**config.mk**
```make
export PLATFORM = sky130hd
export DESIGN_NAME = ex_stage
export DESIGN_NICKNAME = d
export VERILOG_FILES = /design/src/rtl/ex_pkg.sv /design/src/rtl/ex_stage_mdu.sv /design/src/rtl/ex_stage.sv
export SDC_FILE = /design/constraint.sdc
export NUM_CORES = 1
export LEC_CHECK = 0
export ABC_AREA = 1
export CAP_MARGIN = 20
export CELL_PAD_IN_SITES_DETAIL_PLACEMENT = 0
export CELL_PAD_IN_SITES_GLOBAL_PLACEMENT = 1
export CORE_MARGIN = 3
export CORE_UTILIZATION = 38
export DETAILED_ROUTE_END_ITERATION = 16
export PLACE_DENSITY_LB_ADDON = 0.12
export SLEW_MARGIN = 20
export SYNTH_ARGS = -nofsm -noshare
export SYNTH_HDL_FRONTEND = slang
export SYNTH_SLANG_ARGS = --single-unit
```
**constraint.sdc**
```tcl
create_clock -name clk -period 6.59 [get_ports clk]
set_input_delay 0.9885 -clock clk [delete_from_list [all_inputs] [get_ports clk]]
set_output_delay 0.9885 -clock clk [all_outputs]
set_load 0.01 [all_outputs]
```
**src/rtl/ex_pkg.sv**
```systemverilog
// Shared types and constants for the execute stage: instruction ids, ALU ops,
// MDU states and the EX/MEM pipeline register payload.
package ex_pkg;

  localparam int unsigned WIDTH_INSTR = 6;
  localparam int unsigned WIDTH_T     = 2;

  localparam logic [WIDTH_INSTR-1:0] ID_NOP   = 6'd0;
  localparam logic [WIDTH_INSTR-1:0] ID_ADDU  = 6'd1;
  localparam logic [WIDTH_INSTR-1:0] ID_SUBU  = 6'd2;
  localparam logic [WIDTH_INSTR-1:0] ID_AND   = 6'd3;
  localparam logic [WIDTH_INSTR-1:0] ID_OR    = 6'd4;
  localparam logic [WIDTH_INSTR-1:0] ID_XOR   = 6'd5;
  localparam logic [WIDTH_INSTR-1:0] ID_NOR   = 6'd6;
  localparam logic [WIDTH_INSTR-1:0] ID_SLT   = 6'd7;
  localparam logic [WIDTH_INSTR-1:0] ID_SLTU  = 6'd8;
  localparam logic [WIDTH_INSTR-1:0] ID_SLL   = 6'd9;
  localparam logic [WIDTH_INSTR-1:0] ID_SRL   = 6'd10;
  localparam logic [WIDTH_INSTR-1:0] ID_SRA   = 6'd11;
  localparam logic [WIDTH_INSTR-1:0] ID_SLLV  = 6'd12;
  localparam logic [WIDTH_INSTR-1:0] ID_SRLV  = 6'd13;
  localparam logic [WIDTH_INSTR-1:0] ID_SRAV  = 6'd14;
  localparam logic [WIDTH_INSTR-1:0] ID_ADDIU = 6'd15;
  localparam logic [WIDTH_INSTR-1:0] ID_ANDI  = 6'd16;
  localparam logic [WIDTH_INSTR-1:0] ID_ORI   = 6'd17;
  localparam logic [WIDTH_INSTR-1:0] ID_XORI  = 6'd18;
  localparam logic [WIDTH_INSTR-1:0] ID_SLTI  = 6'd19;
  localparam logic [WIDTH_INSTR-1:0] ID_SLTIU = 6'd20;
  localparam logic [WIDTH_INSTR-1:0] ID_LUI   = 6'd21;
  localparam logic [WIDTH_INSTR-1:0] ID_LW    = 6'd22;
  localparam logic [WIDTH_INSTR-1:0] ID_LH    = 6'd23;
  localparam logic [WIDTH_INSTR-1:0] ID_LHU   = 6'd24;
  localparam logic [WIDTH_INSTR-1:0] ID_LB    = 6'd25;
  localparam logic [WIDTH_INSTR-1:0] ID_LBU   = 6'd26;
  localparam logic [WIDTH_INSTR-1:0] ID_SW    = 6'd27;
  localparam logic [WIDTH_INSTR-1:0] ID_SH    = 6'd28;
  localparam logic [WIDTH_INSTR-1:0] ID_SB    = 6'd29;
  localparam logic [WIDTH_INSTR-1:0] ID_MULT  = 6'd30;
  localparam logic [WIDTH_INSTR-1:0] ID_MULTU = 6'd31;
  localparam logic [WIDTH_INSTR-1:0] ID_DIV   = 6'd32;
  localparam logic [WIDTH_INSTR-1:0] ID_DIVU  = 6'd33;
  localparam logic [WIDTH_INSTR-1:0] ID_MFHI  = 6'd34;
  localparam logic [WIDTH_INSTR-1:0] ID_MFLO  = 6'd35;
  localparam logic [WIDTH_INSTR-1:0] ID_MTHI  = 6'd36;
  localparam logic [WIDTH_INSTR-1:0] ID_MTLO  = 6'd37;
  localparam logic [WIDTH_INSTR-1:0] ID_JAL   = 6'd38;
  localparam logic [WIDTH_INSTR-1:0] ID_BEQ   = 6'd39;

  typedef enum logic [3:0] {
    ALU_NONE, ALU_ADD, ALU_SUB, ALU_AND, ALU_OR, ALU_XOR, ALU_NOR,
    ALU_SLT, ALU_SLTU, ALU_SLL, ALU_SRL, ALU_SRA, ALU_LUI
  } alu_op_e;

  typedef enum logic {MDU_IDLE, MDU_BUSY} mdu_state_e;

  typedef struct packed {
    logic [WIDTH_INSTR-1:0] instr;
    logic [31:0]            pc;
    logic [31:0]            alu_out;
    logic [31:0]            data_rt;
    logic [4:0]             addr_rt;
    logic [4:0]             addr_rd;
    logic [4:0]             reg_write_addr;
    logic [31:0]            reg_write_data;
    logic [WIDTH_T-1:0]     tnew;
  } exmem_t;

  function automatic logic is_mult(input logic [WIDTH_INSTR-1:0] id);
    return (id == ID_MULT) || (id == ID_MULTU);
  endfunction

  function automatic logic is_mdu_start(input logic [WIDTH_INSTR-1:0] id);
    return is_mult(id) || (id == ID_DIV) || (id == ID_DIVU);
  endfunction

endpackage

```
**src/rtl/ex_stage_mdu.sv**
```systemverilog
// Multi-cycle multiply/divide unit holding HI/LO; operands are latched at start
// and the result is committed on the last busy cycle.
module ex_stage_mdu
  import ex_pkg::*;
#(
  parameter int unsigned MULT_CYCLES = 5,
  parameter int unsigned DIV_CYCLES  = 10
) (
  input  logic                   clk,
  input  logic                   reset,
  input  logic                   stall,
  input  logic [WIDTH_INSTR-1:0] instr,
  input  logic [31:0]            rs,
  input  logic [31:0]            rt,
  output logic [31:0]            hi,
  output logic [31:0]            lo,
  output logic                   busy
);

  localparam int unsigned MAX_CYCLES = (MULT_CYCLES > DIV_CYCLES) ? MULT_CYCLES : DIV_CYCLES;
  localparam int unsigned CNT_W      = $clog2(MAX_CYCLES + 1);

  mdu_state_e             state_q, state_d;
  logic [CNT_W-1:0]       cnt_q, cnt_d;
  logic [WIDTH_INSTR-1:0] op_q, op_d;
  logic [31:0]            a_q, a_d, b_q, b_d;
  logic [31:0]            hi_q, hi_d, lo_q, lo_d;
  logic                   res_wr_c;
  logic [31:0]            res_hi_c, res_lo_c;

  // Result of the latched operation; divide by zero leaves HI/LO untouched
  always_comb begin
    res_wr_c = 1'b0;
    res_hi_c = hi_q;
    res_lo_c = lo_q;
    unique case (op_q)
      ID_MULT: begin
        res_wr_c = 1'b1;
        {res_hi_c, res_lo_c} = $signed({{32{a_q[31]}}, a_q}) * $signed({{32{b_q[31]}}, b_q});
      end
      ID_MULTU: begin
        res_wr_c = 1'b1;
        {res_hi_c, res_lo_c} = {32'd0, a_q} * {32'd0, b_q};
      end
      ID_DIV: begin
        if (b_q != 32'd0) begin
          res_wr_c = 1'b1;
          res_lo_c = $signed(a_q) / $signed(b_q);
          res_hi_c = $signed(a_q) % $signed(b_q);
        end
      end
      ID_DIVU: begin
        if (b_q != 32'd0) begin
          res_wr_c = 1'b1;
          res_lo_c = a_q / b_q;
          res_hi_c = a_q % b_q;
        end
      end
      default: ;
    endcase
  end

  // Next state; completion is evaluated after mt* so it wins on the same edge
  always_comb begin
    state_d = state_q;
    cnt_d   = cnt_q;
    op_d    = op_q;
    a_d     = a_q;
    b_d     = b_q;
    hi_d    = hi_q;
    lo_d    = lo_q;
    if (!stall && instr == ID_MTHI) hi_d = rs;
    if (!stall && instr == ID_MTLO) lo_d = rs;
    unique case (state_q)
      MDU_IDLE: begin
        if (!stall && is_mdu_start(instr)) begin
          state_d = MDU_BUSY;
          cnt_d   = is_mult(instr) ? CNT_W'(MULT_CYCLES) : CNT_W'(DIV_CYCLES);
          op_d    = instr;
          a_d     = rs;
          b_d     = rt;
        end
      end
      MDU_BUSY: begin
        cnt_d = cnt_q - CNT_W'(1);
        if (cnt_q == CNT_W'(1)) begin
          state_d = MDU_IDLE;
          if (res_wr_c) begin
            hi_d = res_hi_c;
            lo_d = res_lo_c;
          end
        end
      end
      default: state_d = MDU_IDLE;
    endcase
  end

  always_ff @(posedge clk) begin
    if (reset) begin
      state_q <= MDU_IDLE;
      cnt_q   <= '0;
      op_q    <= '0;
      a_q     <= '0;
      b_q     <= '0;
      hi_q    <= '0;
      lo_q    <= '0;
    end else begin
      state_q <= state_d;
      cnt_q   <= cnt_d;
      op_q    <= op_d;
      a_q     <= a_d;
      b_q     <= b_d;
      hi_q    <= hi_d;
      lo_q    <= lo_d;
    end
  end

  assign hi   = hi_q;
  assign lo   = lo_q;
  assign busy = (state_q == MDU_BUSY);

endmodule

```
**src/rtl/ex_stage.sv**
```systemverilog
// MIPS execute stage: MEM/WB forwarding, ALU, optional MDU and the EX/MEM register.
// Define EX_MDU_EN to build the multiply/divide unit with HI/LO.
module ex_stage
  import ex_pkg::*;
#(
  parameter int unsigned MULT_CYCLES = 5,
  parameter int unsigned DIV_CYCLES  = 10
) (
  input  logic                   clk,
  input  logic                   reset,
  input  logic                   stall,
  input  logic                   clr,
  input  logic [WIDTH_INSTR-1:0] instr_EX,
  input  logic [31:0]            PC_EX,
  input  logic [31:0]            dataRs_EX,
  input  logic [31:0]            dataRt_EX,
  input  logic [31:0]            imm_EX,
  input  logic [4:0]             addrRs_EX,
  input  logic [4:0]             addrRt_EX,
  input  logic [4:0]             addrRd_EX,
  input  logic [4:0]             regWriteAddr_EX,
  input  logic [31:0]            regWriteData_EX,
  input  logic [WIDTH_T-1:0]     Tnew_EX,
  input  logic [4:0]             regaddr_MEM,
  input  logic [4:0]             regaddr_WB,
  input  logic [31:0]            regdata_MEM,
  input  logic [31:0]            regdata_WB,
  input  logic                   regvalid_MEM,
  output logic [WIDTH_INSTR-1:0] instr_MEM,
  output logic [31:0]            PC_MEM,
  output logic [31:0]            aluOut_MEM,
  output logic [31:0]            dataRt_MEM,
  output logic [4:0]             addrRt_MEM,
  output logic [4:0]             addrRd_MEM,
  output logic [4:0]             regWriteAddr_MEM,
  output logic [31:0]            regWriteData_MEM,
  output logic [WIDTH_T-1:0]     Tnew_MEM,
  output logic                   mdu_busy
);

  logic [31:0] rs_val, rt_val, opb, alu_res, hi, lo;
  logic [4:0]  shamt;
  alu_op_e     alu_op;
  logic        use_imm, var_shift, alu_wr;
  exmem_t      exmem_d, exmem_q;

  // MEM beats WB only when its data is final; $0 is never forwarded
  always_comb begin
    rs_val = dataRs_EX;
    if (addrRs_EX != 5'd0 && addrRs_EX == regaddr_MEM && regvalid_MEM) rs_val = regdata_MEM;
    else if (addrRs_EX != 5'd0 && addrRs_EX == regaddr_WB)             rs_val = regdata_WB;
    rt_val = dataRt_EX;
    if (addrRt_EX != 5'd0 && addrRt_EX == regaddr_MEM && regvalid_MEM) rt_val = regdata_MEM;
    else if (addrRt_EX != 5'd0 && addrRt_EX == regaddr_WB)             rt_val = regdata_WB;
  end

  always_comb begin
    alu_op    = ALU_NONE;
    use_imm   = 1'b0;
    var_shift = 1'b0;
    alu_wr    = 1'b1;
    unique case (instr_EX)
      ID_ADDU:  alu_op = ALU_ADD;
      ID_SUBU:  alu_op = ALU_SUB;
      ID_AND:   alu_op = ALU_AND;
      ID_OR:    alu_op = ALU_OR;
      ID_XOR:   alu_op = ALU_XOR;
      ID_NOR:   alu_op = ALU_NOR;
      ID_SLT:   alu_op = ALU_SLT;
      ID_SLTU:  alu_op = ALU_SLTU;
      ID_SLL:   alu_op = ALU_SLL;
      ID_SRL:   alu_op = ALU_SRL;
      ID_SRA:   alu_op = ALU_SRA;
      ID_SLLV:  begin alu_op = ALU_SLL;  var_shift = 1'b1; end
      ID_SRLV:  begin alu_op = ALU_SRL;  var_shift = 1'b1; end
      ID_SRAV:  begin alu_op = ALU_SRA;  var_shift = 1'b1; end
      ID_ADDIU: begin alu_op = ALU_ADD;  use_imm = 1'b1; end
      ID_ANDI:  begin alu_op = ALU_AND;  use_imm = 1'b1; end
      ID_ORI:   begin alu_op = ALU_OR;   use_imm = 1'b1; end
      ID_XORI:  begin alu_op = ALU_XOR;  use_imm = 1'b1; end
      ID_SLTI:  begin alu_op = ALU_SLT;  use_imm = 1'b1; end
      ID_SLTIU: begin alu_op = ALU_SLTU; use_imm = 1'b1; end
      ID_LUI:   alu_op = ALU_LUI;
      ID_LW, ID_LH, ID_LHU, ID_LB, ID_LBU, ID_SW, ID_SH, ID_SB: begin
        alu_op  = ALU_ADD;
        use_imm = 1'b1;
        alu_wr  = 1'b0;
      end
      default:  alu_wr = 1'b0;
    endcase
  end

  always_comb begin
    opb     = use_imm ? imm_EX : rt_val;
    shamt   = var_shift ? rs_val[4:0] : imm_EX[10:6];
    alu_res = '0;
    unique case (alu_op)
      ALU_ADD:  alu_res = rs_val + opb;
      ALU_SUB:  alu_res = rs_val - opb;
      ALU_AND:  alu_res = rs_val & opb;
      ALU_OR:   alu_res = rs_val | opb;
      ALU_XOR:  alu_res = rs_val ^ opb;
      ALU_NOR:  alu_res = ~(rs_val | opb);
      ALU_SLT:  alu_res = {31'd0, $signed(rs_val) < $signed(opb)};
      ALU_SLTU: alu_res = {31'd0, rs_val < opb};
      ALU_SLL:  alu_res = rt_val << shamt;
      ALU_SRL:  alu_res = rt_val >> shamt;
      ALU_SRA:  alu_res = $signed(rt_val) >>> shamt;
      ALU_LUI:  alu_res = {imm_EX[15:0], 16'd0};
      default:  alu_res = '0;
    endcase
  end

`ifdef EX_MDU_EN
  logic mdu_running;

  ex_stage_mdu #(
    .MULT_CYCLES (MULT_CYCLES),
    .DIV_CYCLES  (DIV_CYCLES)
  ) u_mdu (
    .clk   (clk),
    .reset (reset),
    .stall (stall),
    .instr (instr_EX),
    .rs    (rs_val),
    .rt    (rt_val),
    .hi    (hi),
    .lo    (lo),
    .busy  (mdu_running)
  );

  assign mdu_busy = mdu_running || is_mdu_start(instr_EX);
`else
  logic unused_mdu_cfg;

  assign unused_mdu_cfg = ^{32'(MULT_CYCLES), 32'(DIV_CYCLES)};
  assign hi             = '0;
  assign lo             = '0;
  assign mdu_busy       = 1'b0;
`endif

  always_comb begin
    exmem_d.instr          = instr_EX;
    exmem_d.pc             = PC_EX;
    exmem_d.alu_out        = alu_res;
    exmem_d.data_rt        = rt_val;
    exmem_d.addr_rt        = addrRt_EX;
    exmem_d.addr_rd        = addrRd_EX;
    exmem_d.reg_write_addr = regWriteAddr_EX;
    exmem_d.tnew           = (Tnew_EX != '0) ? Tnew_EX - WIDTH_T'(1) : '0;
    if (alu_wr)                  exmem_d.reg_write_data = alu_res;
    else if (instr_EX == ID_MFHI) exmem_d.reg_write_data = hi;
    else if (instr_EX == ID_MFLO) exmem_d.reg_write_data = lo;
    else                          exmem_d.reg_write_data = regWriteData_EX;
  end

  // Bubble insertion overrides a hold
  always_ff @(posedge clk) begin
    if (reset || clr)  exmem_q <= '0;
    else if (!stall)   exmem_q <= exmem_d;
  end

  assign instr_MEM        = exmem_q.instr;
  assign PC_MEM           = exmem_q.pc;
  assign aluOut_MEM       = exmem_q.alu_out;
  assign dataRt_MEM       = exmem_q.data_rt;
  assign addrRt_MEM       = exmem_q.addr_rt;
  assign addrRd_MEM       = exmem_q.addr_rd;
  assign regWriteAddr_MEM = exmem_q.reg_write_addr;
  assign regWriteData_MEM = exmem_q.reg_write_data;
  assign Tnew_MEM         = exmem_q.tnew;

endmodule

```
==> impl_metrics.csv <==
group,metric,value,unit
pwr,ir_drop,0.165,mV
clock_network,cts.repair_timing.setup_buffer_count,0,
finish,share_of_layout_cells_above_drive_strength_1,6.02,%
routing,detailedRoute.firstIterationViolations,3587,
job,max_cap_violations,0,
die,fp.dieArea,52200,um^2
timing,postLayoutSetupSlackWorst,0.797,ns
grt,pin_count_of_the_biggest_net_entering_global_routing,131,
timing,final-setup-viol-count,0,
clock_network,cts_resized,0,
yosys,synth_flop_cell,"sky130_fd_sc_hd__dfxtp_1",
routing,remaining_drc_errors,0,
critical_path,timing.setup.critical_path_class,"input pin to flop",
yosys,synth_fp_nets,3780,
clock_network,cts_made_buffers,17,
grt,first_global_vias,23400,
grt,all_layer_global_routing_usage,36.8,%
timing,final_worst_hold_slack,0.467,ns
clock_network,postCtsHoldBufs,0,
grt,antenna_found_initial,6,
routing,drt-vias-per-instance,5.76,
finish,layout.cells.most_common_list,"sky130_fd_sc_hd__nand2_1 (1024), sky130_fd_sc_hd__nand3_1 (505), sky130_fd_sc_hd__inv_1 (421)",
finish,nets,4094,
critical_path,worst-r2r-setup-slack,5.76,ns
critical_path,crit_path_end_kind,"flop",
routing,routed_wl,101000,um
timing,max_slew.worst_pin.slew,1.09,ns
routing,route.detailed.wl_per_inst,22.9,um
yosys,yosysSeqAreaShare,16.1,%
timing,rsz0062_at_grt,"no",
hold_path,hold-path-cell-count,2,
clock_network,clk_transition_reported_paths,0.06,ns
placed_design,dp_hpwl,82900,um
timing,final_min_period_over_clock_period,87.9,%
yosys,synth_enable_flop_cells,0,
clock_network,worstSkewPairLatency,0.46,ns
yosys,yosys.cell_types.count,63,
die,die-width,229,um
die,io-pin-count,419,
grt,gr-total-overflow,0,
timing,timing.fmax,173,MHz
timing,hold_viol_final,0,
timing,timing_max_transition_violations_final,0,
routing,dr_total_vias,25300,
run_status,outcome,"finished, final reports clean",
routing,first_pass_iters,9,
pwr,pwr_density_cell,175,nW/um^2
die,fp.dieH,229,um
critical_path,number_of_cells_on_the_worst_reg_to_reg_path,4,
placed_design,placement.setup.worst_slack,0.473,ns
critical_path,crit_required,6.97,ns
die,rows,80,
critical_path,cp-start-kind,"input pin",
routing,detail_route_antenna_nets,0,
yosys,synth_cells,3411,
timing,final.min_clock_period,5.79,ns
critical_path,timing.critical_path.fanout_max,22,
critical_path,cp.arrival,6.17,ns
critical_path,regToRegStartpoint,"regWriteData_MEM[12]",
placed_design,routability_congestion_estimate_from_global_placement,1.03,
placed_design,port-buffer-count,417,
timing,finClkSkew,0,ns
clock_network,clockBufferDepth,2,
clock_network,cts.htree.levels,4,
pwr,power_leakage,0.0114,uW
hold_path,worstHoldStart,"aluOut_MEM[6]",
clock_network,tritoncts,"done",
finish,area.growth.synth_to_final,27.9,%
finish,filler_cell_count,5160,
die,core_area,48300,um^2
timing,timing.max_slew.rel_slack,27.3,%
timing,fin_setup_tns,0,ns
clock_network,cts-root-buf,"sky130_fd_sc_hd__clkbuf_16",
yosys,synthesis.area_per_instance,5.52,um^2
finish,layout.cells.most_common,"sky130_fd_sc_hd__nand2_1",
yosys,seq_cells_post_synth,151,
die,initial_core_utilization,38.9,%
hold_path,holdCritPathClass,"flop to flop",
hold_path,hold_path_end,"aluOut_MEM[6]",
yosys,async_flop_share,0,%
yosys,syn_area,18800,um^2
clock_network,clock_sinks,151,
critical_path,endpoint_of_the_most_critical_register_to_register_path,"regWriteData_MEM[12]",
yosys,ys.warnings.count,0,
grt,grt_first_pass_wirelength,148000,um
[cells by family (layout without fill, tap and decap cells)]
family / count (synthesis) / count (layout) / synth area share [%]
xor+xnor: 11 / 11 / 0.512
flops: 151 / 151 / 16.1
buf+inv: 640 / 967 / 13.8
other cells: 1 / 4 / 0.0199
compound gates: 642 / 642 / 19.7
mux: 1 / 1 / 0.0532
simple gates: 1863 / 1863 / 42.9
fa+ha+maj: 102 / 102 / 6.86
[stage by stage]
step / utilization [%] / total power (uW) / cell area [um^2] / instances
final: 49.8 / 4220 / 24100 / 4397
after global routing: 49.8 / 4430 / 24100 / 4397
after CTS: 49.8 / 4160 / 24100 / 4394
after global placement: 48.5 / 3120 / 23500 / 4362
after detailed placement: 48.5 / 3120 / 23500 / 4362
after floorplan: - / 2240 / 18800 / 3411
[worst max-delay path by stage]
stage	end	start	slack, ns	depth (start not counted)
2_1_floorplan	regWriteData_MEM[28]	instr_EX[4]	2.28	29
3_3_place_gp	regWriteData_MEM[14]	addrRt_EX[4]	0.44	27
3_5_place_dp	regWriteData_MEM[11]	addrRt_EX[2]	0.47	29
4_1_cts	regWriteData_MEM[11]	addrRt_EX[2]	0.96	29
5_1_grt	aluOut_MEM[14]	addrRt_EX[4]	0.45	27
6_report	regWriteData_MEM[14]	addrRt_EX[2]	0.80	27
[per-layer routing]
layer | global-route usage, % | vias to the layer above | routed length [um]
li1 | - | 11800 | -
met1 | 48.2 | 11900 | 40700
met2 | 60.9 | 1429 | 46400
met3 | 6.92 | 218 | 9740
met4 | 12.6 | 4 | 3690
met5 | 0 | - | 30
[power by group]
group | switching [uW] | internal [uW] | leakage [uW]
logic | 1490 | 715 | 0.00987
registers | 21.5 | 948 | 0.00123
clock network | 466 | 577 | 0.000301
[final cells by class]
| type | count | area [um^2] | share of cell area [%] |
|---|---|---|---|
| repair buffers | 478 | 4670 | 19.4 |
| multi-input cells | 2620 | 13200 | 54.9 |
| diodes | 3 | 7.51 | 0.0312 |
| inverters | 457 | 1730 | 7.19 |
| flip-flops and latches | 151 | 3020 | 12.6 |
| clock inverters | 14 | 179 | 0.743 |
| well taps | 656 | 821 | 3.41 |
| clock buffers | 18 | 429 | 1.78 |
[flip-flops by register name (all words and copies together) (netlist names)]
register          count
PC_MEM               32
aluOut_MEM           32
dataRt_MEM           32
regWriteData_MEM     32
instr_MEM             6
addrRd_MEM            5
addrRt_MEM            5
regWriteAddr_MEM      5
Tnew_MEM              2
[synth_stat cells (32+ instances only)]
library cell / n / area (um^2)
sky130_fd_sc_hd__a21oi_1: 256 / 1280
sky130_fd_sc_hd__buf_2: 43 / 215
sky130_fd_sc_hd__clkbuf_1: 96 / 360
sky130_fd_sc_hd__dfxtp_1: 151 / 3020
sky130_fd_sc_hd__ha_1: 100 / 1250
sky130_fd_sc_hd__inv_1: 421 / 1580
sky130_fd_sc_hd__nand2_1: 1024 / 3840
sky130_fd_sc_hd__nand2_2: 32 / 200
sky130_fd_sc_hd__nand3_1: 505 / 2530
sky130_fd_sc_hd__nor2_1: 192 / 721
sky130_fd_sc_hd__o211ai_1: 69 / 518
sky130_fd_sc_hd__o21ai_0: 190 / 951
[worst max-delay path, stage by stage]
cell	delay (ns)
sky130_fd_sc_hd__clkdlybuf4s50_1	0.63
sky130_fd_sc_hd__nor2_2	0.09
sky130_fd_sc_hd__nand3_4	0.17
sky130_fd_sc_hd__nand2_4	0.07
sky130_fd_sc_hd__inv_4	0.13
sky130_fd_sc_hd__nand3_4	0.26
sky130_fd_sc_hd__inv_2	0.39
sky130_fd_sc_hd__nand2_1	0.09
sky130_fd_sc_hd__nand3_1	0.09
sky130_fd_sc_hd__nand2_1	0.14
sky130_fd_sc_hd__inv_1	0.12
sky130_fd_sc_hd__o21ai_0	0.18
sky130_fd_sc_hd__ha_1	0.33
sky130_fd_sc_hd__fa_1	0.51
sky130_fd_sc_hd__nand3_1	0.13
sky130_fd_sc_hd__nand3_2	0.23
sky130_fd_sc_hd__nand2_1	0.18
sky130_fd_sc_hd__nand2_1	0.15
sky130_fd_sc_hd__nand2_1	0.10
sky130_fd_sc_hd__nand2_1	0.10
sky130_fd_sc_hd__nand2_1	0.07
sky130_fd_sc_hd__nand2_1	0.04
sky130_fd_sc_hd__o21ai_0	0.50
sky130_fd_sc_hd__inv_1	0.10
sky130_fd_sc_hd__nand3_1	0.15
sky130_fd_sc_hd__nand3_1	0.09
sky130_fd_sc_hd__a21oi_1	0.13
Power figures use the tool's default switching activity.
